File: src/rtl/lsu_axi_lite_master.sv
// Load/store unit bus initiator for the simplified AXI-lite memory bus.
// Takes one request at a time from the memory stage and drives either a read
// (ar/r) or a combined write (w/b) transaction. It returns an aligned and
// extended load result, or a store completion, together with the measured
// bus latency. Misaligned requests get an error response and never reach the bus.
module lsu_axi_lite_master #(
  parameter int unsigned ADDR_W = 64,
  parameter int unsigned DATA_W = 64,
  parameter int unsigned LAT_W  = 16
) (
  input  logic              clk,
  input  logic              rstn,
  // pipeline request
  input  logic              req_valid,
  output logic              req_ready,
  input  logic              req_wen,
  input  logic [ADDR_W-1:0] req_addr,
  input  logic [1:0]        req_size,
  input  logic              req_unsigned,
  input  logic [DATA_W-1:0] req_wdata,
  // pipeline response
  output logic              resp_valid,
  input  logic              resp_ready,
  output logic [DATA_W-1:0] resp_rdata,
  output logic              resp_err,
  output logic [LAT_W-1:0]  resp_lat,
  // read channels
  output logic [ADDR_W-1:0] araddr,
  output logic              arvalid,
  input  logic              arready,
  input  logic [DATA_W-1:0] rdata,
  input  logic              rvalid,
  output logic              rready,
  // write channels
  output logic [ADDR_W-1:0] waddr,
  output logic [DATA_W-1:0] wdata,
  output logic [7:0]        w_shifter,
  output logic [7:0]        w_DWHB,
  output logic              wvalid,
  input  logic              wready,
  input  logic              bvalid,
  output logic              bready
);

  typedef enum logic [2:0] {
    StIdle,
    StAr,
    StR,
    StW,
    StB,
    StResp
  } state_e;

  state_e              state_q, state_d;
  logic [ADDR_W-1:0]   addr_q, addr_d;
  logic [1:0]          size_q, size_d;
  logic                unsigned_q, unsigned_d;
  logic [DATA_W-1:0]   wdata_q, wdata_d;
  logic [LAT_W-1:0]    lat_q, lat_d;
  logic [DATA_W-1:0]   rdata_q, rdata_d;
  logic                err_q, err_d;
  logic [LAT_W-1:0]    rlat_q, rlat_d;

  logic                misaligned;
  logic [LAT_W-1:0]    lat_inc;
  logic [5:0]          rd_shamt;
  logic [5:0]          wr_shamt;
  logic [DATA_W-1:0]   rd_shifted;
  logic [DATA_W-1:0]   wr_shifted;
  logic [DATA_W-1:0]   load_ext;

  // Alignment check on the live request fields (only consulted on accept).
  always_comb begin
    misaligned = 1'b0;
    unique case (req_size)
      2'd0: misaligned = 1'b0;
      2'd1: misaligned = req_addr[0];
      2'd2: misaligned = |req_addr[1:0];
      2'd3: misaligned = |req_addr[2:0];
      default: misaligned = 1'b0;
    endcase
  end

  // Saturating increment of the latency counter.
  always_comb begin
    lat_inc = (&lat_q) ? lat_q : lat_q + LAT_W'(1);
  end

  // Store data is placed at its byte lane when the request is accepted.
  always_comb begin
    wr_shamt   = {req_addr[2:0], 3'b000};
    wr_shifted = req_wdata << wr_shamt;
  end

  // Load result: move the addressed bytes down to bit 0, then truncate and extend.
  always_comb begin
    rd_shamt   = {addr_q[2:0], 3'b000};
    rd_shifted = rdata >> rd_shamt;
    load_ext   = rd_shifted;
    unique case (size_q)
      2'd0: load_ext = unsigned_q ? {56'b0, rd_shifted[7:0]}
                                  : {{56{rd_shifted[7]}}, rd_shifted[7:0]};
      2'd1: load_ext = unsigned_q ? {48'b0, rd_shifted[15:0]}
                                  : {{48{rd_shifted[15]}}, rd_shifted[15:0]};
      2'd2: load_ext = unsigned_q ? {32'b0, rd_shifted[31:0]}
                                  : {{32{rd_shifted[31]}}, rd_shifted[31:0]};
      2'd3: load_ext = rd_shifted;
      default: load_ext = rd_shifted;
    endcase
  end

  // Next-state and datapath register updates.
  always_comb begin
    state_d    = state_q;
    addr_d     = addr_q;
    size_d     = size_q;
    unsigned_d = unsigned_q;
    wdata_d    = wdata_q;
    lat_d      = lat_q;
    rdata_d    = rdata_q;
    err_d      = err_q;
    rlat_d     = rlat_q;

    unique case (state_q)
      StIdle: begin
        if (req_valid) begin
          addr_d     = req_addr;
          size_d     = req_size;
          unsigned_d = req_unsigned;
          wdata_d    = wr_shifted;
          lat_d      = '0;
          if (misaligned) begin
            state_d = StResp;
            rdata_d = '0;
            err_d   = 1'b1;
            rlat_d  = '0;
          end else if (req_wen) begin
            state_d = StW;
          end else begin
            state_d = StAr;
          end
        end
      end
      StAr: begin
        lat_d = lat_inc;
        if (arready) begin
          state_d = StR;
        end
      end
      StR: begin
        lat_d = lat_inc;
        if (rvalid) begin
          state_d = StResp;
          rdata_d = load_ext;
          err_d   = 1'b0;
          // Includes the current cycle, so the fastest load reports 2.
          rlat_d  = lat_inc;
        end
      end
      StW: begin
        lat_d = lat_inc;
        if (wready) begin
          state_d = StB;
        end
      end
      StB: begin
        lat_d = lat_inc;
        if (bvalid) begin
          state_d = StResp;
          rdata_d = '0;
          err_d   = 1'b0;
          rlat_d  = lat_inc;
        end
      end
      StResp: begin
        if (resp_ready) begin
          state_d = StIdle;
        end
      end
      default: state_d = StIdle;
    endcase
  end

  // State and datapath registers; reset abandons any transaction in flight.
  always_ff @(posedge clk or negedge rstn) begin
    if (!rstn) begin
      state_q    <= StIdle;
      addr_q     <= '0;
      size_q     <= '0;
      unsigned_q <= 1'b0;
      wdata_q    <= '0;
      lat_q      <= '0;
      rdata_q    <= '0;
      err_q      <= 1'b0;
      rlat_q     <= '0;
    end else begin
      state_q    <= state_d;
      addr_q     <= addr_d;
      size_q     <= size_d;
      unsigned_q <= unsigned_d;
      wdata_q    <= wdata_d;
      lat_q      <= lat_d;
      rdata_q    <= rdata_d;
      err_q      <= err_d;
      rlat_q     <= rlat_d;
    end
  end

  // One-hot access size for the responder's byte-enable logic.
  always_comb begin
    w_DWHB = 8'h00;
    unique case (size_q)
      2'd0: w_DWHB = 8'h01;
      2'd1: w_DWHB = 8'h02;
      2'd2: w_DWHB = 8'h04;
      2'd3: w_DWHB = 8'h08;
      default: w_DWHB = 8'h00;
    endcase
  end

  // Bus and pipeline outputs come straight from state and registers.
  assign req_ready  = (state_q == StIdle);
  assign arvalid    = (state_q == StAr);
  assign rready     = (state_q == StR);
  assign wvalid     = (state_q == StW);
  assign bready     = (state_q == StB);
  assign resp_valid = (state_q == StResp);
  assign araddr     = addr_q;
  assign waddr      = addr_q;
  assign wdata      = wdata_q;
  assign w_shifter  = {5'b00000, addr_q[2:0]};
  assign resp_rdata = rdata_q;
  assign resp_err   = err_q;
  assign resp_lat   = rlat_q;

endmodule

File: config.mk
export PLATFORM = sky130hd
export DESIGN_NAME = lsu_axi_lite_master
export DESIGN_NICKNAME = d
export VERILOG_FILES = /design/src/rtl/lsu_axi_lite_master.sv
export SDC_FILE = /design/constraint.sdc
export NUM_CORES = 1
export LEC_CHECK = 0
export CAP_MARGIN = 20
export CORE_AREA = 2 2 195 197
export DETAILED_ROUTE_END_ITERATION = 10
export DIE_AREA = 0 0 197 199
export PLACE_DENSITY = 0.78
export SLEW_MARGIN = 10
export SYNTH_ARGS = -nofsm -noshare
export SYNTH_HDL_FRONTEND = slang
export SYNTH_SLANG_ARGS = --single-unit
File: constraint.sdc
create_clock -name clk -period 1.6 [get_ports clk]
set_input_delay 0.24 -clock clk [delete_from_list [all_inputs] [get_ports clk]]
set_output_delay 0.24 -clock clk [all_outputs]
set_load 0.005 [all_outputs]
# Word level (Yosys, flattened, before mapping)
# Index checks and enable logic that the tools add are counted.
# totals
wordCells,76
output_inout_bits,295
input_bits,204
reg_bits,231
# op_classes
n_reduce_logical,13
n_eq_ne,18
mux,33
n_shift,2
add_sub_neg,1
# ops
cell,count
2-to-1 mux 64 bit,7
case mux 64 bit (4 select lines),1
case mux 64 bit (3 select lines),1
2-to-1 mux 16 bit,6
<< shifter 64 x 6 -> 64 bit,1
>> shifter 64 x 6 -> 64 bit,1
case mux 16 bit (3 select lines),1
case mux 16 bit (2 select lines),1
case mux 8 bit (4 select lines),1
2-to-1 mux 3 bit,7
case mux 3 bit (6 select lines),1
"adder 16 x 1 -> 16 bit, second input constant",1
AND reduction 16 bit,1
"equality test 2 bit, second input constant",4
"inequality test 2 x 1 -> 1 bit, second input constant",4
"equality test 3 x 2 -> 1 bit, second input constant",2
"equality test 3 bit, second input constant",2
"inequality test 2 bit, second input constant",3
AND reduction 6 bit,1
AND reduction 5 bit,1
"equality test 2 x 1 -> 1 bit, second input constant",2
zero test 2 bit,2
2-to-1 mux 1 bit,4
case mux 1 bit (4 select lines),1
10 further kinds,11

# Depth between registers and ports, before layout
# Gate-level depths: netlist (run 1).
# depth
depth_word,5
mapped_depth,9
mapped_depth_nobuf,6

# Worst setup path before layout (run 1)
# No wires, ideal clock.
# synth_timing
kind,register to register
from,register addr_q[0] (netlist: araddr[0])
to,register rdata_q[58] (netlist: resp_rdata[58])
t_required_ns,1.479
path_stages_with_launch,10
setup_ns,0.121
path_buffers,4
setup_slack_ns,-0.204
synth_period_minus_slack_ns,1.804
arrival_ns,1.683
path_cell_list,dfrtp_1 > buf_6 > buf_6 > mux2i_1 > a22oi_2 > a31oi_4 > buf_6 > buf_6 > nand3_1 > a22o_1
# synth_via
elab_chain_len,5
elab_cells_between_ends,7
cone_classes,1 x shift; 6 x mux
# synth_lines
element,line_no,rtl
"start, declared",55,"logic [ADDR_W-1:0] addr_q, addr_d;"
"start signal, assigned",198,addr_q <= addr_d;
>> shifter 64 x 6 -> 64 bit (*),98,rd_shifted = rdata >> rd_shamt;
2-to-1 mux 64 bit (on tied branches),"105, 101, 103",
case mux 64 bit (4 select lines) (*),100,unique case (size_q)
2-to-1 mux 64 bit (*),152,if (rvalid) begin
case mux 64 bit (3 select lines) (*),124,unique case (state_q)
"end signal, assigned",203,rdata_q <= rdata_d;
"end, declared",60,"logic [DATA_W-1:0] rdata_q, rdata_d;"
# Mark *: on every way between the ends. The rest lies on a longest branch, timed or not. The select of a mux whose other input is x is not followed.
# A chain may end at the register's enable or synchronous reset.

# Final worst setup path (run 1)
# layout_timing
from,register addr_q[0] (netlist: araddr[0])
to,register rdata_q[52] (netlist: resp_rdata[52])
# The elaborated chain is that of the path after synthesis.

==> load_flow_metrics.sql, run 1 <==
INSERT INTO impl_metrics (metric_group, metric, value, unit) VALUES
('timing', 'slack_of_the_critical_path', '-555.1', 'ps'),
('timing', 'setup_viol', '232', ''),
('min_path', 'timing.hold.worst.class', 'in -> async', ''),
('detailed_routing', 'detail_route.first_pass.iterations', '5', ''),
('yosys', 'edff_count_synth', '0', ''),
('setup_path', 'slowest_stage_delay_on_critical_path', '520', 'ps'),
('placed_design', 'io_buffer_count', '489', ''),
('power_and_ir_drop', 'power_switching', '16.38', 'mW'),
('power_and_ir_drop', 'leakage_dissipation', '11.22', 'nW'),
('cells_and_area', 'multi_input_comb_area', '7020', 'um^2'),
('yosys', 'mappedNetlistArea', '12970', 'um^2'),
('yosys', 'synth_top_cells_by_area', 'dfrtp_1 45%, mux2i_1 9.0%, mux2_2 6.5%, a22o_1 5.3%, buf_4 5.0%', ''),
('power_and_ir_drop', 'pwr-share-comb', '61.6', '%'),
('setup_path', 'critical-path-slowest-cell', 'dfrtp_4', ''),
('clocking', 'htreeDepth', '1', ''),
('status', 'violations', 'negative setup slack', ''),
('placed_design', 'detail_placement_hpwl', '37.59', 'mm'),
('status', 'outcome', 'finished, violations left', ''),
('timing', 'max_clock_freq', '464.0', 'MHz'),
('placed_design', 'routability_driven_placement_congestion_ratio', '0.9289', ''),
('job', 'timing.max_cap.violations', '0', ''),
('detailed_routing', 'drc_errors', '0', ''),
('global_routing', 'number_of_antenna_violations_at_the_first_check_in_global_routing', '1', ''),
('setup_path', 'setup.worst_path.start', 'araddr[0]', ''),
('power_and_ir_drop', 'power.share.sequential', '23.3', '%'),
('floorplan', 'core-area', '37130', 'um^2'),
('yosys', 'synthDominantCellAreaShare', '44.58', '%'),
('floorplan', 'io-pin-count', '499', ''),
('yosys', 'synth.top_cells.by_count', '231 x dfrtp_1, 116 x mux2i_1, 116 x nand2_1', ''),
('clocking', 'cts.path.max_buffers', '3', ''),
('power_and_ir_drop', 'finalPower', '43.54', 'mW'),
('detailed_routing', 'detail_route.wirelength', '56.86', 'mm'),
('setup_path', 'rrSetupSlack', '-560', 'ps'),
('timing', 'grt_setup_unrepaired', 'true', ''),
('power_and_ir_drop', 'max-vdd-ir-drop', '0.0009852', 'V'),
('timing', 'timing_max_transition_violations_final', '0', ''),
('global_routing', 'first_pass_grt_wire_length', '77.46', 'mm'),
('timing', 'totalNegativeSetupSlack', '-57740', 'ps'),
('cells_and_area', 'antenna_cells', '0', ''),
('yosys', 'synth-seq-area-share', '44.58', '%'),
('yosys', 'ys_async_sr_fraction', '100.0', '%'),
('yosys', 'post-synth-top-count-cell', 'dfrtp_1', ''),
('yosys', 'yosys.area.top_type', 'dfrtp_1', ''),
('detailed_routing', 'routed_wire_length_per_instance', '22.77', 'um'),
('cells_and_area', 'area_delta_synth_final', '78.54', '%'),
('clocking', 'clkLatencyLatePin', '540', 'ps'),
('setup_path', 'r2r_cells', '7', ''),
('detailed_routing', 'first_iter_violations', '723', ''),
('detailed_routing', 'viasPerCell', '5.477', ''),
('global_routing', 'grt_pass1_vias', '13547', ''),
('setup_path', 'regToRegEndpoint', 'resp_rdata[52]', ''),
('timing', 'layout_min_cycle_time', '2155', 'ps'),
('cells_and_area', 'finalNetCount', '2208', ''),
('setup_path', 'crit_path_end', 'resp_rdata[52]', ''),
('setup_path', 'sort_of_element_at_the_start_of_the_critical_path', 'flop', ''),
('cells_and_area', 'post_route_cells_drive_above_1_share', '35.59', '%'),
('detailed_routing', 'via_count', '13677', ''),
('setup_path', 'highest_net_fanout_along_the_worst_path', '11', ''),
('cells_and_area', 'regArea', '5792', 'um^2'),
('timing', 'finClkSkew', '10.71', 'ps'),
('setup_path', 'critical_path_arrival', '2570', 'ps'),
('setup_path', 'critPathCaptureType', 'flop', ''),
('power_and_ir_drop', 'powerDensity', '1880', 'nW/um^2'),
('global_routing', 'grt_start_max_net_pins', '55', ''),
('yosys', 'ys_ff_latch', '231', ''),
('global_routing', 'track_usage', '25.36', '%'),
('power_and_ir_drop', 'switching_share', '37.63', '%'),
('floorplan', 'row_count', '71', ''),
('floorplan', 'initial_core_util', '34.92', '%'),
('yosys', 'synth.lib_cells_used.distinct', '65', ''),
('timing', 'report.final.hold_viol_count', '0', '');
==> per-layer routing <==
metal / vias to the layer above / routed length, um / global-route usage (%)
met5: - / 11 / 0
met2: 732 / 27750 / 43.67
met1: 6705 / 21510 / 30.47
met4: 2 / 3160 / 11.00
li1: 6046 / - / -
met3: 192 / 4431 / 5.714
==> power groups by stage <==
| stage | combinational, mW | sequential [mW] | clock [mW] |
|---|---|---|---|
| after CTS | 22.8 | 9.95 | 6.66 |
| final | 26.8 | 10.1 | 6.59 |
| after detailed placement | 20.4 | 10.4 | 0 |
| after global routing | 28.2 | 10.4 | 6.92 |
| after global placement | 20.0 | 10.4 | 0 |
| after floorplan | 10.0 | 10.0 | 0 |
==> critical path, delay by kind of cell (launching register included) <==
kind                   cells  cell delay (ps)
buffers and inverters      2              320
flip-flops                 1              520
multiplexers               1              300
AO/OA/AOI/OAI              4              890
==> what timing repair did <==
action                                  4_1_cts  5_1_grt
hold buffers                                  1        0
endpoints found under the hold margin       170        0
resized for setup                           508      226
cloned                                       10       30
pin swaps                                    42       94
buffers inserted                            116       47
endpoints found under the setup margin      472      276
==> final cells by class <==
cell class              instances  area share, %
clock buffers                  34          3.248
multi-input cells             846          30.32
well taps                     474          2.562
repair buffers                892          37.94
flip-flops and latches        231          25.02
inverters                       6         0.1297
clock inverters                14         0.7782
==> registers in the layout (all words and copies together) (netlist names) <==
name	cells
state_q	3
size_q	2
unsigned_q	1
resp_err	1
wdata	64
resp_lat	16
resp_rdata	64
lat_q	16
araddr	64
==> cells by family (layout without fill, tap and decap cells) <==
| group | Yosys count | in the layout | share of synthesized area (%) |
|---|---|---|---|
| flops | 231 | 231 | 44.58 |
| compound gates | 370 | 371 | 20.12 |
| fa+ha+maj | 1 | 1 | 0.09647 |
| mux | 193 | 193 | 15.66 |
| xor+xnor | 12 | 12 | 0.8105 |
| other cells | 1 | 9 | 0.02892 |
| simple gates | 260 | 260 | 9.842 |
| buf+inv | 187 | 946 | 8.867 |
==> metrics by stage <==
| stage | hold WS (ps) | setup WS (ps) | util [%] | std cells | cell area, um^2 |
|---|---|---|---|---|---|
| global route | 202.7 | -543.3 | 62.35 | 2497 | 23150 |
| finish | 191.0 | -555.1 | 62.35 | 2497 | 23150 |
| global placement | 166.8 | -595.3 | 51.92 | 2259 | 19280 |
| CTS | 189.5 | -380.0 | 58.12 | 2434 | 21580 |
| detailed placement | 167.5 | -629.0 | 51.92 | 2259 | 19280 |
| floorplan | -55.59 | -183.3 | - | 1263 | 13130 |
==> worst min-delay path by stage <==
| stage | slack (ps) | startpoint | end | depth (start not counted) |
|---|---|---|---|---|
| floorplan | -60 | rstn | araddr[0] | 0 |
| global placement | 170 | rstn | wdata[42] | 1 |
| detailed placement | 170 | rstn | wdata[50] | 1 |
| CTS | 190 | rstn | araddr[59] | 2 |
| global route | 200 | rstn | wdata[26] | 2 |
| finish | 190 | rstn | wdata[50] | 2 |
==> cell usage in the layout (no fill, tap or decap), drive strengths merged, types with 54 or more instances in the layout <==
master         count
mux2              76
o21ai             84
mux2i            117
dlygate4sd2      242
dfrtp            231
nand2            117
a22o              79
clkdlybuf4s50    200
buf              402
clkbuf            54
Note: power is estimated with default switching activity, not from simulation.
==> inputs of run 2 (changes only) <==
--- a/config.mk
+++ b/config.mk
@@ -10,7 +10,7 @@
 export DETAILED_ROUTE_END_ITERATION = 10
 export DIE_AREA = 0 0 197 199
 export PLACE_DENSITY = 0.78
-export SLEW_MARGIN = 10
+export SLEW_MARGIN = 30
 export SYNTH_ARGS = -nofsm -noshare
 export SYNTH_HDL_FRONTEND = slang
 export SYNTH_SLANG_ARGS = --single-unit
==> results of run 2 <==
Same layout as run 1: the final DEF is identical, and so are final timing and power.
